==> src/rtl/wb_pkg.sv <==
// Shared definitions for the writeback stage: widths, register count and the
// {rd, data} entry carried through the load queue.
package wb_pkg;

  localparam int XLEN      = 32;
  localparam int REG_IDX_W = 5;
  localparam int NUM_REGS  = 32;

  typedef struct packed {
    logic [REG_IDX_W-1:0] rd;
    logic [XLEN-1:0]      data;
  } wb_entry_t;

endpackage

==> src/rtl/wb_lq.sv <==
// Load queue: synchronous FIFO with circular pointers carrying a wrap bit.
// Push into a full queue and pop from an empty one are ignored.
module wb_lq #(
  parameter int DEPTH = 4,
  parameter int W     = 37
) (
  input  logic         clk,
  input  logic         reset_n,
  input  logic         i_push,
  input  logic [W-1:0] i_push_data,
  input  logic         i_pop,
  output logic [W-1:0] o_head,
  output logic         o_full,
  output logic         o_empty
);

  localparam int AW = $clog2(DEPTH);

  logic [W-1:0] r_mem [DEPTH];
  logic [AW:0]  r_wr_ptr;
  logic [AW:0]  r_rd_ptr;
  logic         w_push;
  logic         w_pop;

  // Same index with differing wrap bits means the writer has lapped the reader.
  assign o_empty = (r_wr_ptr == r_rd_ptr);
  assign o_full  = (r_wr_ptr[AW] != r_rd_ptr[AW]) &&
                   (r_wr_ptr[AW-1:0] == r_rd_ptr[AW-1:0]);
  assign w_push  = i_push && !o_full;
  assign w_pop   = i_pop && !o_empty;
  assign o_head  = r_mem[r_rd_ptr[AW-1:0]];

  always_ff @(posedge clk or negedge reset_n) begin
    if (!reset_n) begin
      r_wr_ptr <= '0;
      r_rd_ptr <= '0;
    end else begin
      if (w_push) r_wr_ptr <= r_wr_ptr + 1'b1;
      if (w_pop)  r_rd_ptr <= r_rd_ptr + 1'b1;
    end
  end

  always_ff @(posedge clk) begin
    if (w_push) r_mem[r_wr_ptr[AW-1:0]] <= i_push_data;
  end

endmodule

==> src/rtl/wb_unit.sv <==
// Writeback stage: merges ALU and queued load results into one registered
// register-file write per cycle and tracks pending writes for hazard stalls.
// Optional WB_PERF_EN adds stall and queue-full cycle counters.
//
// Handshakes (alu_*, ld_*): a transfer occurs on a rising edge where valid and
// ready are both high; the source holds its payload stable while valid && !ready.
module wb_unit #(
  parameter int XLEN     = 32,
  parameter int LQ_DEPTH = 4
) (
  input  logic            clk,
  input  logic            reset_n,
  input  logic            issue_valid,
  input  logic [4:0]      issue_rd,
  input  logic            alu_valid,
  output logic            alu_ready,
  input  logic [4:0]      alu_rd,
  input  logic [XLEN-1:0] alu_data,
  input  logic            ld_valid,
  output logic            ld_ready,
  input  logic [4:0]      ld_rd,
  input  logic [XLEN-1:0] ld_data,
  output logic [4:0]      rd,
  output logic [XLEN-1:0] rd_data,
  output logic            rd_valid,
  input  logic [4:0]      chk_rs1,
  input  logic [4:0]      chk_rs2,
  output logic            stall,
  output logic [31:0]     busy
`ifdef WB_PERF_EN
  ,
  output logic [31:0]     perf_stall_cnt,
  output logic [31:0]     perf_lqfull_cnt
`endif
);

  import wb_pkg::*;

  wb_entry_t             w_lq_head;
  wb_entry_t             w_push_entry;
  wb_entry_t             w_sel;
  logic                  w_sel_valid;
  logic                  w_lq_full;
  logic                  w_lq_empty;
  logic                  w_lq_push;
  logic                  w_lq_pop;
  logic [NUM_REGS-1:0]   w_set;
  logic [NUM_REGS-1:0]   w_clr;
  logic [NUM_REGS-1:0]   r_busy;
  logic [REG_IDX_W-1:0]  r_rd;
  logic [XLEN-1:0]       r_rd_data;
  logic                  r_rd_valid;

  assign w_push_entry = '{rd: ld_rd, data: ld_data};
  assign ld_ready     = !w_lq_full;
  // x0 loads are acknowledged but never occupy a slot.
  assign w_lq_push    = ld_valid && !w_lq_full && (ld_rd != '0);
  assign alu_ready    = !w_lq_full;

  wb_lq #(
    .DEPTH (LQ_DEPTH),
    .W     ($bits(wb_entry_t))
  ) u_lq (
    .clk         (clk),
    .reset_n     (reset_n),
    .i_push      (w_lq_push),
    .i_push_data (w_push_entry),
    .i_pop       (w_lq_pop),
    .o_head      (w_lq_head),
    .o_full      (w_lq_full),
    .o_empty     (w_lq_empty)
  );

  always_comb begin
    w_lq_pop    = 1'b0;
    w_sel       = w_lq_head;
    w_sel_valid = 1'b0;
    if (w_lq_full) begin
      w_lq_pop    = 1'b1;
      w_sel_valid = 1'b1;
    end else if (alu_valid) begin
      w_sel       = '{rd: alu_rd, data: alu_data};
      w_sel_valid = (alu_rd != '0);
    end else if (!w_lq_empty) begin
      w_lq_pop    = 1'b1;
      w_sel_valid = 1'b1;
    end
  end

  always_ff @(posedge clk or negedge reset_n) begin
    if (!reset_n) begin
      r_rd       <= '0;
      r_rd_data  <= '0;
      r_rd_valid <= 1'b0;
    end else begin
      r_rd_valid <= w_sel_valid;
      if (w_sel_valid) begin
        r_rd      <= w_sel.rd;
        r_rd_data <= w_sel.data;
      end
    end
  end

  // Clear follows the register file capturing the write; a same-edge issue wins.
  assign w_set = issue_valid ? ({{(NUM_REGS-1){1'b0}}, 1'b1} << issue_rd) : '0;
  assign w_clr = r_rd_valid  ? ({{(NUM_REGS-1){1'b0}}, 1'b1} << r_rd)     : '0;

  always_ff @(posedge clk or negedge reset_n) begin
    if (!reset_n) r_busy <= '0;
    else          r_busy <= ((r_busy & ~w_clr) | w_set) & ~{{(NUM_REGS-1){1'b0}}, 1'b1};
  end

  assign stall    = ((chk_rs1 != '0) && r_busy[chk_rs1]) ||
                    ((chk_rs2 != '0) && r_busy[chk_rs2]);
  assign busy     = r_busy;
  assign rd       = r_rd;
  assign rd_data  = r_rd_data;
  assign rd_valid = r_rd_valid;

`ifdef WB_PERF_EN
  logic [31:0] r_perf_stall_cnt;
  logic [31:0] r_perf_lqfull_cnt;

  always_ff @(posedge clk or negedge reset_n) begin
    if (!reset_n) begin
      r_perf_stall_cnt  <= '0;
      r_perf_lqfull_cnt <= '0;
    end else begin
      if (stall)     r_perf_stall_cnt  <= r_perf_stall_cnt + 1'b1;
      if (w_lq_full) r_perf_lqfull_cnt <= r_perf_lqfull_cnt + 1'b1;
    end
  end

  assign perf_stall_cnt  = r_perf_stall_cnt;
  assign perf_lqfull_cnt = r_perf_lqfull_cnt;
`endif

endmodule
==> config.mk <==
export PLATFORM = sky130hd
export DESIGN_NAME = wb_unit
export DESIGN_NICKNAME = d
export VERILOG_FILES = /design/src/rtl/wb_pkg.sv /design/src/rtl/wb_lq.sv /design/src/rtl/wb_unit.sv
export SDC_FILE = /design/constraint.sdc
export NUM_CORES = 1
export LEC_CHECK = 0
export CAP_MARGIN = 10
export CORE_MARGIN = 10
export CORE_UTILIZATION = 48
export CTS_CLUSTER_SIZE = 14
export DETAILED_ROUTE_END_ITERATION = 10
export GPL_ROUTABILITY_DRIVEN = 0
export GPL_TIMING_DRIVEN = 0
export PLACE_DENSITY_LB_ADDON = 0.08
export RECOVER_POWER = 25
export SLEW_MARGIN = 20
export SYNTH_ARGS = -nofsm -noshare
export SYNTH_HDL_FRONTEND = slang
export SYNTH_SLANG_ARGS = --single-unit
export TNS_END_PERCENT = 20
==> constraint.sdc <==
create_clock -name clk -period 2.2 [get_ports clk]
set_clock_uncertainty 0.1 [all_clocks]
set_input_delay 0.44 -clock clk [delete_from_list [all_inputs] [get_ports clk]]
set_output_delay 0.44 -clock clk [all_outputs]
set_load 0.01 [all_outputs]
==> metrics.md <==
| Metric | Value |
|---|---|
| Run status | complete, but fails checks |
| Failing checks | setup timing |
| Synth top area cells | sky130_fd_sc_hd__edfxtp_1, sky130_fd_sc_hd__dfrtp_1, sky130_fd_sc_hd__mux4_2 |
| Pin count of the biggest net entering global routing | 49 |
| Area grow syn2layout | 31.0% |
| Std-Cell Rows | 51 |
| Cell Area, Synth | ~9400 um2 |
| Clock tree sinks | 223 |
| Initial antenna violation count | 2 |
| Buffer depth of the longest clock path | 3 |
| Vias in the first global route | 6342 |
| Final hold vios | 0 |
| Synthesized net count | 681 |
| Leakage power of the design | 4.49 nW |
| Max IR drop VDD | 0.000714 V |
| Number of fillers in the final layout | 1460 |
| Area fraction of the dominant cell type after synthesis | 47.1% |
| Classification of the worst setup path | reg -> out |
| Initial Util | between 40% and 50% |
| Detailed placement HPWL | 16600 um |
| Congestion Overflow GR | 0 |
| Worst EP arrival | 2.14 ns |
| Worst Setup Slack, final | -0.482 ns |
| Antenna violation net count after detailed routing | 0 |
| Most frequent standard cell in the layout excluding fill and tap cells | sky130_fd_sc_hd__edfxtp_1 |
| Number of flops mapped to enable cells by yosys | 148 |
| Area of the multi-input gates | 2970 um2 |
| CTS root buf | sky130_fd_sc_hd__clkbuf_16 |
| Ratio of final minimum period to clock period | 122% |
| Critical Path Slowest Stage Cell | sky130_fd_sc_hd__mux4_2 |
| Leading register cell type out of synthesis | sky130_fd_sc_hd__edfxtp_1 |
| RSZ-0062 raised after global routing | yes |
| Depth of the critical timing path with buffers and inverters included | 6 |
| Worst-skew pair later-pin latency | 0.49 ns |
| Final cell area excluding filler cells | 12400 um2 |
| Number of cells traversed by the worst register-to-register path | 7 |
| Number of remaining DRC errors | 0 |
| Largest fanout on the critical path | 2 |
| Die H | ~160 um |
| Horiz. Die Dim | between 150 and 200 um |
| FF+latch area | 6320 um2 |
| Largest delay contributor family on the critical path | multiplexers |
| Worst hold-check slack | 0.216 ns |
| Cell count after synthesis | 582 |
| Register bit count reported by yosys | 223 |
| Synthesis Warnings | 0 |
| Sequential area share after synthesis | between 60% and 70% |
| Vias/cell | 5.49 |
| Commonest cells after routing, fill and taps aside | sky130_fd_sc_hd__edfxtp_1, sky130_fd_sc_hd__clkdlybuf4s50_1, sky130_fd_sc_hd__dfrtp_1 |
| Post-synthesis async set-or-reset flop share | 33.6% |
| Slew HR | a little over half |
| Total power | between 0.015 and 0.02 W |
| Floorplan core area | 19400 um2 |
| Endpoint class of the critical path | output pin |
| Share of cells above drive strength 1 | between 15 and 20% |
| H-tree levels | 1 |
| Count of endpoints failing setup in the final report | 1 |
| Cell type with the highest aggregate area in the netlist | sky130_fd_sc_hd__edfxtp_1 |
| Instance area after placement | 11500 um2 |
| Average detailed-routed wire length per instance | 22.0 um |
| Number of buffers and inverters on the critical path | 1 |
| Power per Cell Area | 1390 nW/um2 |
| Sort of element at the start of the critical path | flop |
| Maximum clock rate | 0.373 GHz |
| Total count of max-transition violations in the final report | 0 |
| Worst Hold Path Cells | 1 |
| Cells along the critical path | mux4_2 -> mux2i_4 -> nor3b_2 -> a311oi_2 -> nand4_1 -> buf_2 |
| Post-layout nets | 890 |
| Max-capacitance violation count | 0 |
| Detailed-route via count | 5887 |
| CTS tree | done |
| Violation count after the first detailed-route iteration | 304 |
| Worst hold-check path type | in -> reg |
| Avg Inst Size Synth | 16.2 um2 |
| Max incr delay on CP | about 0.50 ns |
| Overall track demand over capacity in global routing | 17.7% |
| Clock input transition at the sequential cells of the worst setup and hold paths | 0.06 ns |
| First-pass iteration count of the detailed router | 4 |
| Die area | 25700 um2 |
| TritonCTS buffer count | 23 |
| IO Pins | 167 |
| Unique masters post-synth | 49 |
| Post-layout minimum cycle time | 2.68 ns |
| Worst slew pin tran | 0.710 ns |
| I/O Buffers | 161 |
| Total wire length after detailed routing | roughly 24000 um |
| Data required time of the critical path | 1.66 ns |
| Global-route wire length before repair | 36100 um |
cell usage after synthesis (7+ instances only):
master	count
sky130_fd_sc_hd__dfrtp_1	75
sky130_fd_sc_hd__clkbuf_1	9
sky130_fd_sc_hd__o21ai_0	25
sky130_fd_sc_hd__mux2i_1	41
sky130_fd_sc_hd__nand2b_1	11
sky130_fd_sc_hd__mux4_1	7
sky130_fd_sc_hd__a21oi_1	37
sky130_fd_sc_hd__mux4_2	41
sky130_fd_sc_hd__edfxtp_1	148
sky130_fd_sc_hd__o21ai_1	41
sky130_fd_sc_hd__nand2_1	9
sky130_fd_sc_hd__buf_6	8
sky130_fd_sc_hd__nor2_1	43
per-layer routing:
metal	wire length, um	global-route usage, %
met3	1370	3.62
met1	9620	21.7
met2	12300	31.5
met5	0	0
met4	330	4.01
state kept, by name, indices dropped and copies added, names as in the netlist:
| register | count |
|---|---|
| busy | 31 |
| rd | 5 |
| rd_data | 32 |
| rd_valid | 1 |
| u_lq.r_mem | 148 |
| u_lq.r_rd_ptr | 3 |
| u_lq.r_wr_ptr | 3 |
cell families after synthesis:
group | after synthesis | share of synthesized area, %
flip-flops | 223 | 67.0
AO/OA/AOI/OAI | 117 | 6.70
AND/OR/NAND/NOR | 99 | 5.35
multiplexers | 96 | 16.9
buffers and inverters | 34 | 2.59
XOR/XNOR | 7 | 0.730
adder cells (fa/ha/maj) | 5 | 0.663
other | 1 | 0.0398
final cells by class:
cell class              instances  share of cell area, %
plain buffers                  29                   1.85
diodes                          1                 0.0203
multi-input cells             327                   24.1
flip-flops and latches        223                   51.2
well taps                     265                   2.68
clock buffers                  33                   5.04
clock inverters                 8                  0.253
repair buffers                183                   14.8
inverters                       4                  0.122
power breakdown:
part           internal (W)  switching (W)
Combinational       0.00367        0.00354
Clock               0.00195        0.00146
Sequential          0.00588       0.000692
final timing paths:
path	endpoint	startpoint	slack, ns
min	u_lq.r_mem[3][32]	ld_rd[0]	0.22
max in group asynchronous	rd[4]	reset_n	1.05
min in group asynchronous	rd_data[6]	reset_n	0.35
min reg2reg	u_lq.r_wr_ptr[2]	u_lq.r_wr_ptr[2]	0.41
max	stall	busy[14]	-0.48
max reg2reg	rd_data[22]	u_lq.r_wr_ptr[1]	0.05
through the flow:
| stage | setup TNS, ns | worst slack [ns] | util (%) | std cells |
|---|---|---|---|---|
| 5_1_grt | -0.726 | -0.585 | 63.7 | 1073 |
| 3_3_place_gp | -379.64 | -2.22 | 58.6 | 1008 |
| 2_1_floorplan | -23.87 | -0.215 | - | 582 |
| 4_1_cts | -0.568 | -0.473 | 63.4 | 1070 |
| 3_5_place_dp | -115.35 | -1.19 | 59.1 | 1012 |
| 6_report | -0.482 | -0.482 | 63.7 | 1073 |
repair_timing:
item | CTS | global route
pin swaps | 4 | 8
resized for setup | 33 | 14
gates cloned | 0 | 2
hold buffers | 1 | 0
setup buffers | 17 | 1
hold endpoints to repair | 27 | 0
setup endpoints to repair | 148 | 120
(Power assumes the default switching activity.)
